===== src/rtl/atm_pkg.sv =====
// rtl/atm_pkg.sv - shared constants and channel state encoding for the ATM timeout scheduler
package atm_pkg;

    typedef enum logic {
        ST_IDLE = 1'b0,
        ST_RUN  = 1'b1
    } ch_state_e;

    // 625000 cycles per base tick is 10 ms at a 62.5 MHz system clock
    localparam int TICK_DIV_DEFAULT = 625000;

    localparam int CH_CARD  = 0;
    localparam int CH_PIN   = 1;
    localparam int CH_IDLE  = 2;
    localparam int CH_BLINK = 3;

endpackage


===== src/rtl/timeout_channel.sv =====
// rtl/timeout_channel.sv - one timeout channel: IDLE/RUN FSM with a remaining-tick counter
module timeout_channel
    import atm_pkg::*;
#(
    parameter int CNT_W = 8
) (
    input  logic             clk_in,
    input  logic             rst,
    input  logic             start,
    input  logic             cancel,
    input  logic [CNT_W-1:0] load_val,
    input  logic             tick,
    output logic             busy,
    output logic             expired
);

    ch_state_e        state_q;
    logic [CNT_W-1:0] rem_q;
    logic             expired_q;

    always_ff @(posedge clk_in) begin
        if (rst) begin
            state_q   <= ST_IDLE;
            rem_q     <= '0;
            expired_q <= 1'b0;
        end else begin
            expired_q <= 1'b0;
            if (start) begin
                rem_q <= load_val;
                if (load_val == '0) begin
                    state_q   <= ST_IDLE;
                    expired_q <= 1'b1;
                end else begin
                    state_q <= ST_RUN;
                end
            end else if (state_q == ST_RUN) begin
                if (cancel) begin
                    state_q <= ST_IDLE;
                end else if (tick) begin
                    // rem is never 0 while running, so this is the final tick when rem is 1
                    if (rem_q > CNT_W'(1)) begin
                        rem_q <= rem_q - CNT_W'(1);
                    end else begin
                        state_q   <= ST_IDLE;
                        expired_q <= 1'b1;
                    end
                end
            end
        end
    end

    assign busy    = (state_q == ST_RUN);
    assign expired = expired_q;

endmodule


===== src/rtl/atm_timeout_scheduler.sv =====
// rtl/atm_timeout_scheduler.sv - shared base-tick prescaler driving N independent timeout channels
module atm_timeout_scheduler
    import atm_pkg::*;
#(
    parameter int TICK_DIV = TICK_DIV_DEFAULT,
    parameter int N_CH     = 4,
    parameter int CNT_W    = 8
) (
    input  logic                  clk_in,
    input  logic                  rst,
    input  logic [N_CH-1:0]       start,
    input  logic [N_CH-1:0]       cancel,
    input  logic [N_CH*CNT_W-1:0] load_val,
    output logic [N_CH-1:0]       busy,
    output logic [N_CH-1:0]       expired,
    output logic                  tick
);

    localparam int                PCNT_W   = $clog2(TICK_DIV);
    localparam logic [PCNT_W-1:0] PCNT_MAX = PCNT_W'(TICK_DIV - 1);

    logic              any_busy;
    logic [PCNT_W-1:0] pcnt_q;
    logic [PCNT_W-1:0] pcnt_d;
    logic [PCNT_W-1:0] pcnt;

    assign any_busy = |busy;
    // Masking keeps the prescaler reading 0 in the very cycle the last channel drops out
    assign pcnt     = any_busy ? pcnt_q : '0;
    assign tick     = any_busy && (pcnt == PCNT_MAX);

    always_comb begin
        pcnt_d = '0;
        if (any_busy && (pcnt != PCNT_MAX)) begin
            pcnt_d = pcnt + PCNT_W'(1);
        end
    end

    always_ff @(posedge clk_in) begin
        if (rst) begin
            pcnt_q <= '0;
        end else begin
            pcnt_q <= pcnt_d;
        end
    end

    for (genvar i = 0; i < N_CH; i++) begin : g_ch
        timeout_channel #(
            .CNT_W (CNT_W)
        ) u_ch (
            .clk_in   (clk_in),
            .rst      (rst),
            .start    (start[i]),
            .cancel   (cancel[i]),
            .load_val (load_val[i*CNT_W +: CNT_W]),
            .tick     (tick),
            .busy     (busy[i]),
            .expired  (expired[i])
        );
    end

endmodule


===== config.mk =====
export PLATFORM = sky130hd
export DESIGN_NAME = atm_timeout_scheduler
export DESIGN_NICKNAME = d
export VERILOG_FILES = /design/src/rtl/atm_pkg.sv /design/src/rtl/timeout_channel.sv /design/src/rtl/atm_timeout_scheduler.sv
export SDC_FILE = /design/constraint.sdc
export NUM_CORES = 1
export LEC_CHECK = 0
export CELL_PAD_IN_SITES_DETAIL_PLACEMENT = 0
export CELL_PAD_IN_SITES_GLOBAL_PLACEMENT = 2
export CORE_MARGIN = 10
export CORE_UTILIZATION = 32
export CTS_BUF_LIST = sky130_fd_sc_hd__clkbuf_4 sky130_fd_sc_hd__clkbuf_8 sky130_fd_sc_hd__clkbuf_16
export DETAILED_ROUTE_END_ITERATION = 10
export PLACE_DENSITY = 0.82
export SLEW_MARGIN = 20
export SYNTH_ARGS = -nofsm -noshare
export SYNTH_HDL_FRONTEND = slang
export SYNTH_SLANG_ARGS = --single-unit

===== constraint.sdc =====
create_clock -name clk_in -period 3.8 [get_ports clk_in]
set_input_delay 0.76 -clock clk_in [delete_from_list [all_inputs] [get_ports clk_in]]
set_output_delay 0.76 -clock clk_in [all_outputs]
set_load 0.02 [all_outputs]

==> results of run 1 <==
area by class of cell:
cell class / count / area (um^2) / area share [%]
inverter: 19 / 71.3 / 1.68
multi-input combinational: 310 / 2030 / 47.9
clock buffer: 12 / 159 / 3.74
clock inverter: 4 / 47.5 / 1.12
tap: 136 / 170 / 4.01
sequential: 60 / 1200 / 28.3
timing repair buffer: 58 / 563 / 13.3
through the flow:
stage	hold WS [ps]	worst slack, ps
after CTS	472	167
after detailed placement	459	551
final	464	579
after floorplan	430	802
after global routing	514	308
after global placement	449	609
worst max-delay path, cell delays in order, from the launching register on:
cell            delay, ps
dfxtp_1               410
nor4_1                 80
buf_4                 170
nor2b_1               120
ha_1                  310
nand4_1               110
or4_1                 440
nor2_1                220
dlymetal6s2s_1        270
cells in the mapped netlist (8+ instances only):
master	number	area [um^2]
nor2_1	63	236
dfxtp_1	60	1200
nor4_1	26	163
xnor2_1	22	193
a211oi_1	20	150
inv_1	19	71.3
nand2_1	17	63.8
clkbuf_1	16	60.1
nand3_1	14	70.1
or3_1	13	81.3
nand4_1	11	68.8
nor3_1	10	50.1
ha_1	9	113
nor2b_1	9	56.3
xor2_1	9	78.8
a311oi_1	8	70.1
and4_1	8	70.1
buf_4	8	60.1
o21ai_0	8	40.0
kinds of logic after synthesis:
family                   count (synthesis)
buffers and inverters                   46
XOR/XNOR                                31
AO/OA/AOI/OAI                           66
AND/OR/NAND/NOR                        204
flip-flops                              60
adder cells (fa/ha/maj)                  9
registers in the layout, indices dropped and copies added, names as in the netlist:
register / flops
g_ch.u_ch.busy: 4
g_ch.u_ch.rem_q: 32
g_ch.u_ch.expired: 4
pcnt_q: 20
layer usage:
metal  up-vias  wire length [um]  track usage (%)
met5         -                 0                0
met2        69              4280             19.3
met4         0                89             3.49
li1       1627                 -                -
met3         6               690             4.34
met1      1540              4560             17.4
power breakdown:
group	internal [W]	total (W)	switching (W)
sequential	0.000657	0.000687	0.0000295
clock	0.000344	0.000596	0.000253
combinational	0.000103	0.000210	0.000108
what timing repair did:
item,4_1_cts,5_1_grt
endpoints found under the hold margin,0,0
resized for setup,0,1
setup buffers,0,0
setup endpoints to repair,0,1
worst min path at each step:
stage	startpoint	end	slack, ps	cells past startpoint
detailed placement	pcnt_q[0]$_SDFF_PP0_	pcnt_q[0]$_SDFF_PP0_	460	1
finish	pcnt_q[0]$_SDFF_PP0_	pcnt_q[0]$_SDFF_PP0_	460	1
floorplan	pcnt_q[0]$_SDFF_PP0_	pcnt_q[0]$_SDFF_PP0_	430	1
global route	pcnt_q[0]$_SDFF_PP0_	pcnt_q[0]$_SDFF_PP0_	510	1
global placement	pcnt_q[0]$_SDFF_PP0_	pcnt_q[0]$_SDFF_PP0_	450	1
CTS	pcnt_q[0]$_SDFF_PP0_	pcnt_q[0]$_SDFF_PP0_	470	1
==> out/qor.csv, run 1 <==
metric;value;unit
status;complete, no violations;
cts_tree;done;
synth_xor_area_share;7.89;%
syn_avg_cell_area;8.27;um^2
die_w;124;um
fin_skew;9.39;ps
cp-startpoint;g_ch[3].u_ch.busy$_SDFF_PP0_;
die_h;124;um
netlist_area;3440;um^2
setup_viol;0;
hold_buffers;0;
fin_area;4250;um^2
clock_path_buffers;2;
synthSimpleGateAreaFrac;32.7;%
synth-seq-cells;60;
ys_async_sr_fraction;0;%
tns;0;ps
power_leakage;1.45;nW
grt_max_degree;21;
layout_min_cycle_time;3220;ps
drc;0;
synth_adder_area_share;3.27;%
fin_nets;509;
arrival;2460;ps
synth_top_family_by_area;simple AND/OR/NAND/NOR gates;
grt_first_pass_wirelength;16200;um
antenna_found_initial;0;
finalPower;0.00149;W
syn_inst;416;
ant_nets;0;
antenna_cells;0;
critPathCaptureType;output port;
tightest_slew;804;ps
synthMuxAreaShare;0;%
r2r-end;g_ch[0].u_ch.rem_q[3]$_SDFFE_PP0P_;
drt_iter0_drc;168;
ys_types;55;
dpl_cell_area;4040;um^2
final_common_cell;nor2_1;
crit_path_start_kind;flop;
clk_latency;340;ps
io_buffers;50;
fill_cells;1089;
viasPerCell;5.41;
r2r_cells;10;
yosysWarnings;0;
worstHoldPathType;flop to flop;
root_buffer;clkbuf_8;
crit_fanout;10;
start_util;33.0;%
grt_use_total;13.0;%
grt_overflow_total;0;
ys.flop_type;dfxtp_1;
slew_headroom;45.7;%
htreeDepth;3;
fin_crit_sh;84.8;%
required;3040;ps
drv_cap;0;
ir_drop;165;uV
gp_congestion;0.796;
ys_seq_area_share;34.9;%
hpwlAfterDp;7270;um
path_class;flop to output port;
utilization;40.8;%
clk_pin_slew_worst_paths;70;ps
synth_compound_area_share;15.3;%
drv_slew;0;
hold_viol;0;
drt_pass1_iterations;4;
instances_no_fill;599;
postSynthNetCount;467;
grt_pass1_vias;3181;
crit_path_end;tick;
r2r_start;g_ch[3].u_ch.busy$_SDFF_PP0_;
layout-drive-gt1-share;7.78;%
wl_per_cell;16.1;um
drt_wl_total;9620;um
placementRows;37;
ioPinCount;51;
place_inst;583;
die_area;15300;um^2
clock-sinks;60;
coreArea;10400;um^2
routed-via-count;3242;
rsz0062_at_grt;false;
mostFrequentLayoutCells;63 x nor2_1, 60 x dfxtp_1, 49 x clkdlybuf4s50_1, 26 x nor4_1, 22 x xnor2_1;
area_delta_synth_final;23.4;%
r2r_slack;680;ps
powerDensity;352;nW/um^2
synth_edf_count;0;
max_freq;310;MHz
numCtsBuffers;9;
No activity file was read; power rests on OpenSTA's default activity.
==> run 2, diff against run 1 <==
Clock period 3.8 ns to 3 ns, I/O delays scaled along.
==> out/qor.csv, run 2 (same netlist as run 1, synthesis figures left out) <==
metric;value;unit;change
required;3260;ps;+220 ps
hold_depth;1;;unchanged
ir_drop;212;uV;+28%
routed-via-count;3217;;-0.77%
hold_buffers;0;;unchanged
max_freq;352;MHz;
coreArea;10400;um^2;unchanged
ant_nets;0;;unchanged
holdWs;490;ps;+25.7 ps
fin_skew;4.56;ps;-4.82 ps
drv_slew;0;;unchanged
cts_tree;done;;
ioPinCount;51;;unchanged
setup_viol;0;;unchanged
placementRows;37;;unchanged
drt_pass1_iterations;4;;unchanged
numCtsBuffers;9;;unchanged
grt_use_total;12.9;%;-0.052 points
grt_max_degree;25;;+19%
r2r_start;g_ch[1].u_ch.busy$_SDFF_PP0_;;
io_buffers;50;;unchanged
r2r_slack;160;ps;-520 ps
top_register;g_ch.u_ch.rem_q;;
tightest_slew;821;ps;+17.1 ps
path_class;flop to flop;;
grt_pass1_vias;3164;;-0.53%
cts_resized;1;;+1
utilization;41.0;%;+0.24 points
critPathCaptureType;flop;;
antenna_cells;0;;unchanged
layout-drive-gt1-share;9.19;%;+1.4 points
hold-path-endpoint;pcnt_q[0]$_SDFF_PP0_;;
clk_latency;340;ps;about the same
final_common_cell;nor2_1;;
clk_pin_slew_worst_paths;70;ps;about the same
grt_first_pass_wirelength;15900;um;-1.5%
die_area;15300;um^2;unchanged
rsz0062_at_grt;false;;
htreeDepth;3;;unchanged
layout_min_cycle_time;2840;ps;
crit_fanout;14;;+4
die_h;124;um;unchanged
largestRegisters;g_ch.u_ch.rem_q x32, pcnt_q x20;;
drt_wl_total;9640;um;+0.23%
antenna_found_initial;0;;unchanged
r2r_cells;10;;unchanged
wl_per_cell;16.0;um;-0.60%
tns;0;ps;unchanged
gp_congestion;0.780;;-2.0%
status;complete, no violations;;
drt_iter0_drc;196;;+17%
drv_cap;0;;unchanged
fin_crit_sh;94.7;%;
drc;0;;unchanged
arrival;3100;ps;+640 ps
fin_nets;515;;+1.2%
post_cts_buffers;0;;unchanged
start_util;33.0;%;unchanged
r2r-end;g_ch[3].u_ch.rem_q[7]$_SDFFE_PP0P_;;
clock_path_buffers;2;;unchanged
crit_path_start_kind;flop;;
hold_viol;0;;unchanged
die_w;124;um;unchanged
slew_headroom;44.6;%;-1.2 points
grt_overflow_total;0;;unchanged
area_delta_synth_final;24.1;%;
hpwlAfterDp;7250;um;-0.32%
root_buffer;clkbuf_8;;
clock-sinks;60;;unchanged
largest_register_ff_count;32;;unchanged
viasPerCell;5.33;;-1.6%
mostFrequentLayoutCells;62 x nor2_1, 60 x dfxtp_1, 49 x clkdlybuf4s50_1, 26 x nor4_1, 22 x xnor2_1;;
min-delay-start;pcnt_q[0]$_SDFF_PP0_;;
worstHoldPathType;flop to flop;;
power_leakage;1.46;nW;+0.69%
powerDensity;432;nW/um^2;+23%
run 2: cell types whose count changed in the layout (fill, tap and decap cells not counted):
| cell | previous run | this run |
|---|---|---|
| clkbuf_2 | 0 | 1 |
| nor2_2 | 0 | 1 |
| dlymetal6s2s_1 | 1 | 0 |
| clkbuf_8 | 11 | 13 |
| clkinv_2 | 2 | 1 |
| nor2_1 | 63 | 62 |
| clkinvlp_4 | 1 | 0 |
| buf_4 | 8 | 14 |
| bufinv_16 | 1 | 0 |
run 2: worst max path at each step:
stage / start / endpoint / slack, ps / cells past startpoint
finish: g_ch[1].u_ch.busy$_SDFF_PP0_ / g_ch[3].u_ch.rem_q[7]$_SDFFE_PP0P_ / 160 / 10
detailed placement: g_ch[1].u_ch.busy$_SDFF_PP0_ / g_ch[3].u_ch.rem_q[7]$_SDFFE_PP0P_ / 180 / 10
floorplan: g_ch[1].u_ch.busy$_SDFF_PP0_ / tick / 160 / 9
CTS: g_ch[1].u_ch.busy$_SDFF_PP0_ / tick / 80 / 8
global placement: g_ch[1].u_ch.busy$_SDFF_PP0_ / tick / 210 / 8
global route: g_ch[0].u_ch.busy$_SDFF_PP0_ / g_ch[3].u_ch.rem_q[7]$_SDFFE_PP0P_ / 0.9 / 10
run 2: critical path, stage by stage, from the launching register on:
cell and delay, ps:
dfxtp_1 340, nor4_1 60, buf_4 170, nor2b_1 110
ha_1 170, nand4_1 80, or4_1 430, buf_4 210
or4_4 560, or3_1 360, a311oi_1 260
run 2: cell type report:
class	instances	area (um^2)
clock inverter	1	5.00
sequential	60	1200
timing repair buffer	64	601
tap	136	170
clock buffer	14	186
multi-input combinational	310	2040
inverter	19	71.3
fill	1049	6140
run 2: power by group:
part	switching, W	total [W]	leakage, nW	internal [W]
logic	0.000139	0.000274	0.870	0.000134
registers	0.0000351	0.000868	0.493	0.000833
clock network	0.000310	0.000704	0.102	0.000394
total	0.000485	0.00185	1.46	0.00136
run 2: per-layer routing:
layer  up-vias  GRT usage, %  wire [um]
met2        67          19.6       4260
met1      1491          17.0       4680
met4         0          5.09        112
met3        12          3.39        595
li1       1647             -          -
met5         -             0          0
run 2: stage by stage:
stage          power (W)  setup slack, ps  std cells  cell area (um^2)
2_1_floorplan    0.00104              162        416              3440
3_3_place_gp     0.00116              210        589              4080
3_5_place_dp     0.00116              177        589              4080
4_1_cts          0.00187             75.7        604              4270
5_1_grt          0.00194            0.896        604              4270
6_report         0.00185              160        604              4270
